## config.mk

```make
export PLATFORM = sky130hd
export DESIGN_NAME = bram_stats_counter
export DESIGN_NICKNAME = d
export VERILOG_FILES = /design/src/rtl/bram_stats_counter.sv
export SDC_FILE = /design/constraint.sdc
export NUM_CORES = 1
export LEC_CHECK = 0
export ABC_AREA = 1
export CORE_UTILIZATION = 55
export DETAILED_ROUTE_END_ITERATION = 10
export GPL_TIMING_DRIVEN = 0
export PLACE_DENSITY = 0.95
export SLEW_MARGIN = 15
export SYNTH_ARGS = -nofsm -noshare
export SYNTH_HDL_FRONTEND = slang
export SYNTH_SLANG_ARGS = --single-unit
```

## constraint.sdc

```tcl
create_clock -name CLK -period 9.8 [get_ports CLK]
set_input_delay 2.94 -clock CLK [delete_from_list [all_inputs] [get_ports CLK]]
set_output_delay 2.94 -clock CLK [all_outputs]
set_load 0.05 [all_outputs]
```

## src/rtl/bram_stats_counter.sv

```systemverilog
// Read-modify-write statistics counters over a simple dual-port block RAM.
// Zero-fills the RAM after reset, then merges increments and host reads.
module bram_stats_counter #(
  parameter int ADDR_WIDTH = 8,
  parameter int CNT_WIDTH  = 64,
  parameter int INC_WIDTH  = 16
) (
  input  logic                  CLK,
  input  logic                  RESETN,
  input  logic                  INC_VALID,
  output logic                  INC_READY,
  input  logic [ADDR_WIDTH-1:0] INC_ADDR,
  input  logic [INC_WIDTH-1:0]  INC_VAL,
  input  logic                  HOST_RD_REQ,
  input  logic [ADDR_WIDTH-1:0] HOST_RD_ADDR,
  input  logic                  HOST_RD_CLR,
  output logic                  HOST_RD_ACK,
  output logic [CNT_WIDTH-1:0]  HOST_RD_DATA,
  output logic                  INIT_DONE,
  output logic                  BRAM_WR,
  output logic [ADDR_WIDTH-1:0] BRAM_ADDR_WR,
  output logic [CNT_WIDTH-1:0]  BRAM_DIN,
  output logic                  BRAM_RD,
  output logic [ADDR_WIDTH-1:0] BRAM_ADDR_RD,
  input  logic [CNT_WIDTH-1:0]  BRAM_DOUT
);

  typedef enum logic [1:0] {
    OP_INC,
    OP_RD,
    OP_RDCLR
  } op_e;

  typedef enum logic {
    ST_INIT,
    ST_RUN
  } state_e;

  typedef struct packed {
    logic                  valid;
    op_e                   op;
    logic [ADDR_WIDTH-1:0] addr;
    logic [INC_WIDTH-1:0]  val;
  } p1_t;

  typedef struct packed {
    logic                  valid;
    logic                  host;
    logic [ADDR_WIDTH-1:0] addr;
    logic [CNT_WIDTH-1:0]  sum;
  } p2_t;

  state_e                state_q;
  state_e                state_d;
  logic [ADDR_WIDTH-1:0] init_cnt_q;
  logic                  init_done_q;
  logic                  init_last;
  logic                  host_pend_q;
  logic                  host_clr_q;
  logic [ADDR_WIDTH-1:0] host_addr_q;
  logic                  host_issue;
  logic                  inc_issue;
  p1_t                   p1_q;
  p2_t                   p2_q;
  logic [CNT_WIDTH-1:0]  base;
  logic [CNT_WIDTH-1:0]  sum;
  logic [CNT_WIDTH-1:0]  rd_data_q;

  assign init_last = (init_cnt_q == '1);

  // FSM next state: INIT walks every address once, RUN is terminal
  always_comb begin
    state_d = state_q;
    unique case (state_q)
      ST_INIT: if (init_last) state_d = ST_RUN;
      ST_RUN:  state_d = ST_RUN;
      default: state_d = ST_INIT;
    endcase
  end

  // FSM state register
  always_ff @(posedge CLK or negedge RESETN) begin
    if (!RESETN) state_q <= ST_INIT;
    else         state_q <= state_d;
  end

  // Zero-fill address counter; done flag rises the cycle after INIT ends
  always_ff @(posedge CLK or negedge RESETN) begin
    if (!RESETN) begin
      init_cnt_q  <= '0;
      init_done_q <= 1'b0;
    end else begin
      if (state_q == ST_INIT) init_cnt_q <= init_cnt_q + 1'b1;
      init_done_q <= (state_q == ST_RUN);
    end
  end

  // Single outstanding host request, held until it wins the issue slot
  always_ff @(posedge CLK or negedge RESETN) begin
    if (!RESETN) begin
      host_pend_q <= 1'b0;
      host_addr_q <= '0;
      host_clr_q  <= 1'b0;
    end else if (HOST_RD_REQ) begin
      host_pend_q <= 1'b1;
      host_addr_q <= HOST_RD_ADDR;
      host_clr_q  <= HOST_RD_CLR;
    end else if (host_issue) begin
      host_pend_q <= 1'b0;
    end
  end

  assign host_issue   = init_done_q & host_pend_q;
  assign INC_READY    = init_done_q & ~host_pend_q;
  assign inc_issue    = INC_VALID & INC_READY;
  assign BRAM_RD      = host_issue | inc_issue;
  assign BRAM_ADDR_RD = host_issue ? host_addr_q :
                        inc_issue  ? INC_ADDR    : '0;

  // P1: the op whose RAM read data arrives this cycle
  always_ff @(posedge CLK or negedge RESETN) begin
    if (!RESETN) begin
      p1_q <= '0;
    end else begin
      p1_q.valid <= BRAM_RD;
      p1_q.op    <= !host_issue ? OP_INC   :
                    host_clr_q  ? OP_RDCLR : OP_RD;
      p1_q.addr  <= BRAM_ADDR_RD;
      p1_q.val   <= INC_VAL;
    end
  end

  // P1 merge: take the in-flight P2 result when it targets the same entry
  always_comb begin
    base = BRAM_DOUT;
    if (p2_q.valid && (p2_q.addr == p1_q.addr)) base = p2_q.sum;
    sum = base;
    unique case (p1_q.op)
      OP_INC:   sum = base + {{(CNT_WIDTH-INC_WIDTH){1'b0}}, p1_q.val};
      OP_RD:    sum = base;
      OP_RDCLR: sum = '0;
      default:  sum = base;
    endcase
  end

  // P2: write-back stage, also carries the zero-fill writes during INIT
  always_ff @(posedge CLK or negedge RESETN) begin
    if (!RESETN) begin
      p2_q <= '0;
    end else if (state_q == ST_INIT) begin
      p2_q.valid <= 1'b1;
      p2_q.host  <= 1'b0;
      p2_q.addr  <= init_cnt_q;
      p2_q.sum   <= '0;
    end else begin
      p2_q.valid <= p1_q.valid;
      p2_q.host  <= p1_q.valid && (p1_q.op != OP_INC);
      p2_q.addr  <= p1_q.addr;
      p2_q.sum   <= sum;
    end
  end

  // Host read data keeps the pre-clear value until the next host op
  always_ff @(posedge CLK or negedge RESETN) begin
    if (!RESETN) begin
      rd_data_q <= '0;
    end else if (p1_q.valid && (p1_q.op != OP_INC)) begin
      rd_data_q <= base;
    end
  end

  assign BRAM_WR      = p2_q.valid;
  assign BRAM_ADDR_WR = p2_q.addr;
  assign BRAM_DIN     = p2_q.sum;
  assign HOST_RD_ACK  = p2_q.valid & p2_q.host;
  assign HOST_RD_DATA = rd_data_q;
  assign INIT_DONE    = init_done_q;

endmodule

```

==> reports/summary.txt, run 1 <==
Status - complete, no violations
P_leak - 0.00697 uW
FF+latch count, synth - 185
Met2 usage - 0.630
Vias in the first global route - 11200
Max-Cap Viols - 0
Vias per inst - 5.41
Synth area leader - dfrtp_1
Clock Sinks - 185
Clock buffer depth - 2
Rel. slew slack - 0.508
Setup_tns - 0 ns
CTS resizes - 0
Core box area - 0.0195 mm2
Pin count of the biggest net entering global routing - 103
RePlAce Congestion - 0.982
Filler cell count - 1483
DRT Pass-1 Iters - 6
CP delay by family, top - buffers and inverters
Worst setup SP type - primary input
Wirelength per Cell - 17.5 um
Final core occ - 0.738
Clock Pin Slew Worst Setup and Hold Paths - 0.08 ns
Initial Util - 0.563
Tcrit/Tclk final - 0.761
Post-synth cell types - 41
Final wirelength - 36400 um
Synth top area share - 0.421
Mapped cell area - 0.0110 mm2
Setup WS post-layout - 2.34 ns
Hold slack final - 0.389 ns
PD cells - 115 mW/mm2
Register area share after synthesis - 0.421
Peak VDD IR - 0.124 mV
Met3 Usage GRT - 0.0796
Die Y - 143 um
Top_reg_cell synth - dfrtp_1
Unrepaired setup endpoints after global routing - no
Setup crit end kind - primary output
Synth area leaders - dfrtp_1 (42%), nand2_1 (15%), nor2_1 (7.3%)
Grt met1 use - 0.438
Synth warnings - 0
Tot GR Track Use - 0.367
Die ar. - 0.0206 mm2
Worst path slowest cell - clkdlybuf4s50_1
Grt ovf - 0
Fin crit period - 7.46 ns
Max frequency - 0.134 GHz
Final routed DRC violation total - 0
Setup CP Type - primary input to primary output
Hold_buf cts - 0
# diodes - 0
First-pass GRT wire length - 56900 um
Clk_skew - 0.0148 ns
Setup Viol. Count Final - 0
Chip width - 143 um
Max stage delay on crit path - 0.87 ns
IO Pins - 250
CP Max Fanout - 2
Mapped Cells - 1530
Crit path cell chain - clkdlybuf4s50_1 > nand3_1 > o21ai_0 > clkdlybuf4s50_1
Most frequent cell after synthesis - nand2_1
CP dominant cell by count - clkdlybuf4s50_1
DPL Wire Length - 28000 um
Busiest grt layer - met2
Final slew viol count - 0
CTS tree - done
Antenna violations before repair - 0
Hold Vio Cnt, Final - 0
Count of input and output buffers - 247
1st-iter DRT viols - 844
CP required - 6.86 ns
Detail Route Antenna Nets - 0
Cell area after layout - 0.0144 mm2
Mean Syn Cell Area - 7.19 um2
Post-synth EDFFs - 0
Ys async rst share - 1.00
NumNets Final - 1919
H-tree levels - 4
Setup Buffers After CTS - 0
Tightest Pin Transition - 0.738 ns
Worst Hold Class - register to register
Syn Nets - 1652
CP bufs+invs - 2
Placed inst area - 0.0138 mm2
Synth-to-Final Area Change - 31.0%
Root Buffer - clkbuf_16
Num rows - 51
Crit path DAT - 4.52 ns
Inserted Clock Buffers - 17
Commonest cells in the netlist - nand2_1 (442), nor2_1 (213), dfrtp_1 (185)
Via Count - 11200
Post-place setup slack - 2.35 ns
Layout cells sized above 1 - 0.106
Later-pin clock latency in the skew report - 0.44 ns
## stage by stage
stage,cells,total power [uW]
after detailed placement,2043,970
after CTS,2075,1650
after floorplan,1530,883
after global placement,2042,963
final,2075,1650
after global routing,2075,1710
## path summary, 6_finish.rpt
kind	slack (ns)	endpoint	depth (start not counted)	from
max	2.34	BRAM_ADDR_RD[7]	4	INC_ADDR[7]
min in group asynchronous	2.47	HOST_RD_DATA[33]	1	RESETN
max reg2reg	4.61	BRAM_DIN[44]	22	BRAM_WR
max in group asynchronous	6.41	BRAM_ADDR_WR[4]	2	RESETN
min	0.39	INIT_DONE	0	state_q
min reg2reg	0.39	INIT_DONE	0	state_q
## power breakdown
group / internal [uW] / switching [uW] / total, uW / leakage, uW
Sequential: 769 / 3.06 / 772 / 0.00216
Combinational: 75.1 / 113 / 188 / 0.00452
Clock: 342 / 350 / 691 / 0.000284
## routing by layer
| layer | wire length [um] | vias to the layer above |
|---|---|---|
| li1 | - | 5256 |
| met1 | 13900 | 5293 |
| met2 | 18000 | 569 |
| met3 | 3160 | 102 |
| met4 | 1360 | 0 |
| met5 | 0 | - |
## cells in the final DEF (no fill, tap or decap), types with 3 or more instances in the layout
master           Yosys  final
o21ai_1              4      4
nor2_1             213    213
buf_2                5      5
inv_6                0      6
nor2_4              10     10
dfrtp_1            185    185
nand4_1             15     15
nand3b_1            10     10
clkinv_1             3      3
o21ai_2              9      9
ha_1                20     20
nor2_2              24     24
o21ai_4              3      3
nand2_1            442    442
o21bai_1             3      3
nand2_2             16     16
nand3_1             76     76
buf_1                4      4
o21a_1               4      4
a21oi_1             63     63
clkbuf_16            0     17
o21ai_0            100    100
buf_4               73     73
clkbuf_1            27     28
a21o_1               3      3
nor3_1               7      7
xor2_1               7      7
clkdlybuf4s50_1      0    246
inv_2                8      8
buf_6                6      6
a31oi_1              6      6
inv_8                0      4
inv_1              169    169
## layout make-up
type,instances,area [um2],share of cell area
clock inverters,14,144,0.00999
inverters,180,676,0.0469
well taps,265,332,0.0230
clock buffers,18,429,0.0298
plain buffers,115,757,0.0525
multi-input cells,1050,4940,0.343
repair buffers,248,2500,0.174
flip-flops and latches,185,4630,0.321
## sequential cells by signal, indices dropped and copies added, names as in the netlist
register,count
BRAM_DIN,64
HOST_RD_DATA,64
p1_q,27
BRAM_ADDR_WR,8
host_addr_q,8
init_cnt_q,8
BRAM_WR,1
INIT_DONE,1
host_clr_q,1
host_pend_q,1
p2_q,1
state_q,1
## cell families (layout without fill, tap and decap cells)
logic type                 Yosys count  in the layout  share of synthesized area
and+or+nand+nor                    821            821                      0.316
buffers and inverters              295            575                      0.130
adders and majority gates           21             21                     0.0246
AOI/OAI and AO/OA                  198            198                      0.100
xor gates and xnor gates             9              9                    0.00785
DFF                                185            185                      0.421
muxes                                1              1                   0.000910
Note: power is estimated with default switching activity, not from simulation.
==> run 2, diff against run 1 <==
CORE_UTILIZATION = 51   (was 55)
PLACE_DENSITY = 0.91   (was 0.95)
clock period = 7.18 ns   (was 9.8 ns; I/O delays follow)
==> run 2 against run 1 <==
Critical endpoint is now BRAM_ADDR_RD[6]. Utilization shrank 5.4 points. Sequential power is 36% higher. Largest cell class unchanged. Non-clock buffer count stayed put. First-iteration DRC count decreased by 12%. Combinational power up 35%. Highest routed layer unchanged. Largest power group unchanged. Register-to-register slack worse by 2.5 ns. Hold slack worse by 0.013 ns.
==> reports/summary.txt, run 2 (same netlist as run 1, synthesis figures left out) <==
Switch share - 0.281
Clock buffer depth - 2
PD cells - 156 mW/mm2
Crit path DAT - 3.79 ns
Final slew viol count - 0
Setup Buffers After CTS - 0
Layout cells sized above 1 - 0.106
Grt ovf - 0
Die ar. - 0.0222 mm2
Commonest cells after routing, fill and taps aside - nand2_1 (442), clkdlybuf4s50_1 (246), nor2_1 (213), dfrtp_1 (185), inv_1 (169)
Initial Util - 0.522
P_sw - 631 uW
Cells on worst reg2reg path - 21
Setup WS post-layout - 1.24 ns
CP Max Fanout - 2
# diodes - 0
Placed inst area - 0.0138 mm2
Pin count of the biggest net entering global routing - 98
Tcrit/Tclk final - 0.828
H-tree levels - 4
Unrepaired setup endpoints after global routing - no
Wirelength per Cell - 17.1 um
Hold Vio Cnt, Final - 0
# placed instances - 2053
Rel. slew slack - 0.515
Clk_skew - 0.0130 ns
Max frequency - 0.168 GHz
Clock Sinks - 185
Via Count - 11000
P_leak - 0.00696 uW
1st-iter DRT viols - 743
Root Buffer - clkbuf_16
Synth-to-Final Area Change - 31.2%
Worst Hold Class - register to register
Status - complete, no violations
Inserted Clock Buffers - 17
Worst setup SP type - primary input
Setup crit end kind - primary output
CTS tree - done
CP required - 5.03 ns
Logic pwr share - 0.113
Die Y - 149 um
Hold depth - 0
NumNets Final - 1919
Cell area after layout - 0.0144 mm2
Clock Pin Slew Worst Setup and Hold Paths - 0.08 ns
Core box area - 0.0211 mm2
Tightest Pin Transition - 0.727 ns
IO Pins - 250
Setup CP Type - primary input to primary output
Setup Viol. Count Final - 0
Peak VDD IR - 0.165 mV
Final routed DRC violation total - 0
RePlAce Congestion - 0.960
Hold_buf cts - 0
CTS resizes - 0
Clock power frac - 0.418
Commonest non-fill, non-tap cell in the layout - nand2_1
Chip width - 149 um
Post-place setup slack - 1.26 ns
Register share of total power - 0.469
Vias in the first global route - 10800
Fin crit period - 5.94 ns
Count of input and output buffers - 247
Antenna violations before repair - 0
DPL Wire Length - 27700 um
Cell Count, Final, Fillers Out - 2085
Final wirelength - 35700 um
Num rows - 53
Tot GR Track Use - 0.330
Max-Cap Viols - 0
Vias per inst - 5.27
Final core occ - 0.684
Pint - 1620 uW
DRT Pass-1 Iters - 5
First-pass GRT wire length - 55800 um
Later-pin clock latency in the skew report - 0.45 ns
Detail Route Antenna Nets - 0
==> run 2: cell types whose count changed in the layout (fill, tap and decap cells not counted) <==
| cell | delta |
|---|---|
| clkinv_4 | -1 |
| inv_6 | -2 |
| clkinvlp_4 | +2 |
| clkinv_2 | +1 |
| clkbuf_1 | -1 |
| clkinv_8 | +1 |
==> run 2: stage by stage <==
stage,hold WS (ns),total power [uW],setup TNS (ns)
floorplan,0.352,1200,0
global placement,0.356,1320,-645.81
detailed placement,0.361,1320,0
CTS,0.378,2250,0
global route,0.383,2320,0
finish,0.376,2250,0
==> run 2: power groups by stage <==
| stage | Sequential, uW | Clock (uW) | Combinational (uW) |
|---|---|---|---|
| after floorplan | 1070 | 0 | 132 |
| after global placement | 1070 | 0 | 241 |
| after detailed placement | 1070 | 0 | 249 |
| after CTS | 1050 | 945 | 251 |
| after global routing | 1050 | 985 | 283 |
| final | 1050 | 940 | 254 |
==> run 2: routing by layer <==
layer,share of wire,wire length [um],vias to the layer above,GRT usage
met5,0,0,-,0
met4,0.034,1210,0,0.130
met3,0.076,2710,87,0.0673
met2,0.49,17600,455,0.567
met1,0.40,14200,5178,0.406
li1,-,-,5258,-
==> run 2: path summary, 6_finish.rpt <==
kind / from / end / slack (ns)
min: state_q / INIT_DONE / 0.38
max in group asynchronous: RESETN / HOST_RD_DATA[11] / 4.55
min reg2reg: state_q / INIT_DONE / 0.38
min in group asynchronous: RESETN / HOST_RD_DATA[30] / 1.72
max: INC_ADDR[6] / BRAM_ADDR_RD[6] / 1.24
max reg2reg: p1_q[18] / BRAM_DIN[44] / 2.12
==> run 2: area by class of cell <==
class                   instances  area, um2
plain buffers                 115        757
repair buffers                248       2500
clock buffers                  17        425
flip-flops and latches        185       4630
well taps                     275        344
multi-input cells            1050       4940
fillers                      1732       6660
inverters                     180        676
clock inverters                15        154
==> run 2: critical path, stage by stage <==
cell	delay [ns]
clkdlybuf4s50_1	0.46
nand3_1	0.07
o21ai_0	0.20
clkdlybuf4s50_1	0.90
==> run 3, diff against run 2 <==
clock period = 5.51 ns   (was 7.18 ns; I/O delays follow)
==> results of run 3 <==
Same layout as run 2 (identical final DEF). Status: complete, no violations.
Among the figures that moved: setup slack after placement 1.26 ns -> 0.286 ns; setup slack after layout 1.24 ns -> 0.446 ns; start point of the critical path INC_ADDR[6] -> p1_q[18]; end point of the critical path BRAM_ADDR_RD[6] -> BRAM_DIN[44]; register-to-register setup slack 2.12 ns -> 0.45 ns; total power 2250 uW -> 2930 uW; worst IR drop on VDD 0.165 mV -> 0.215 mV
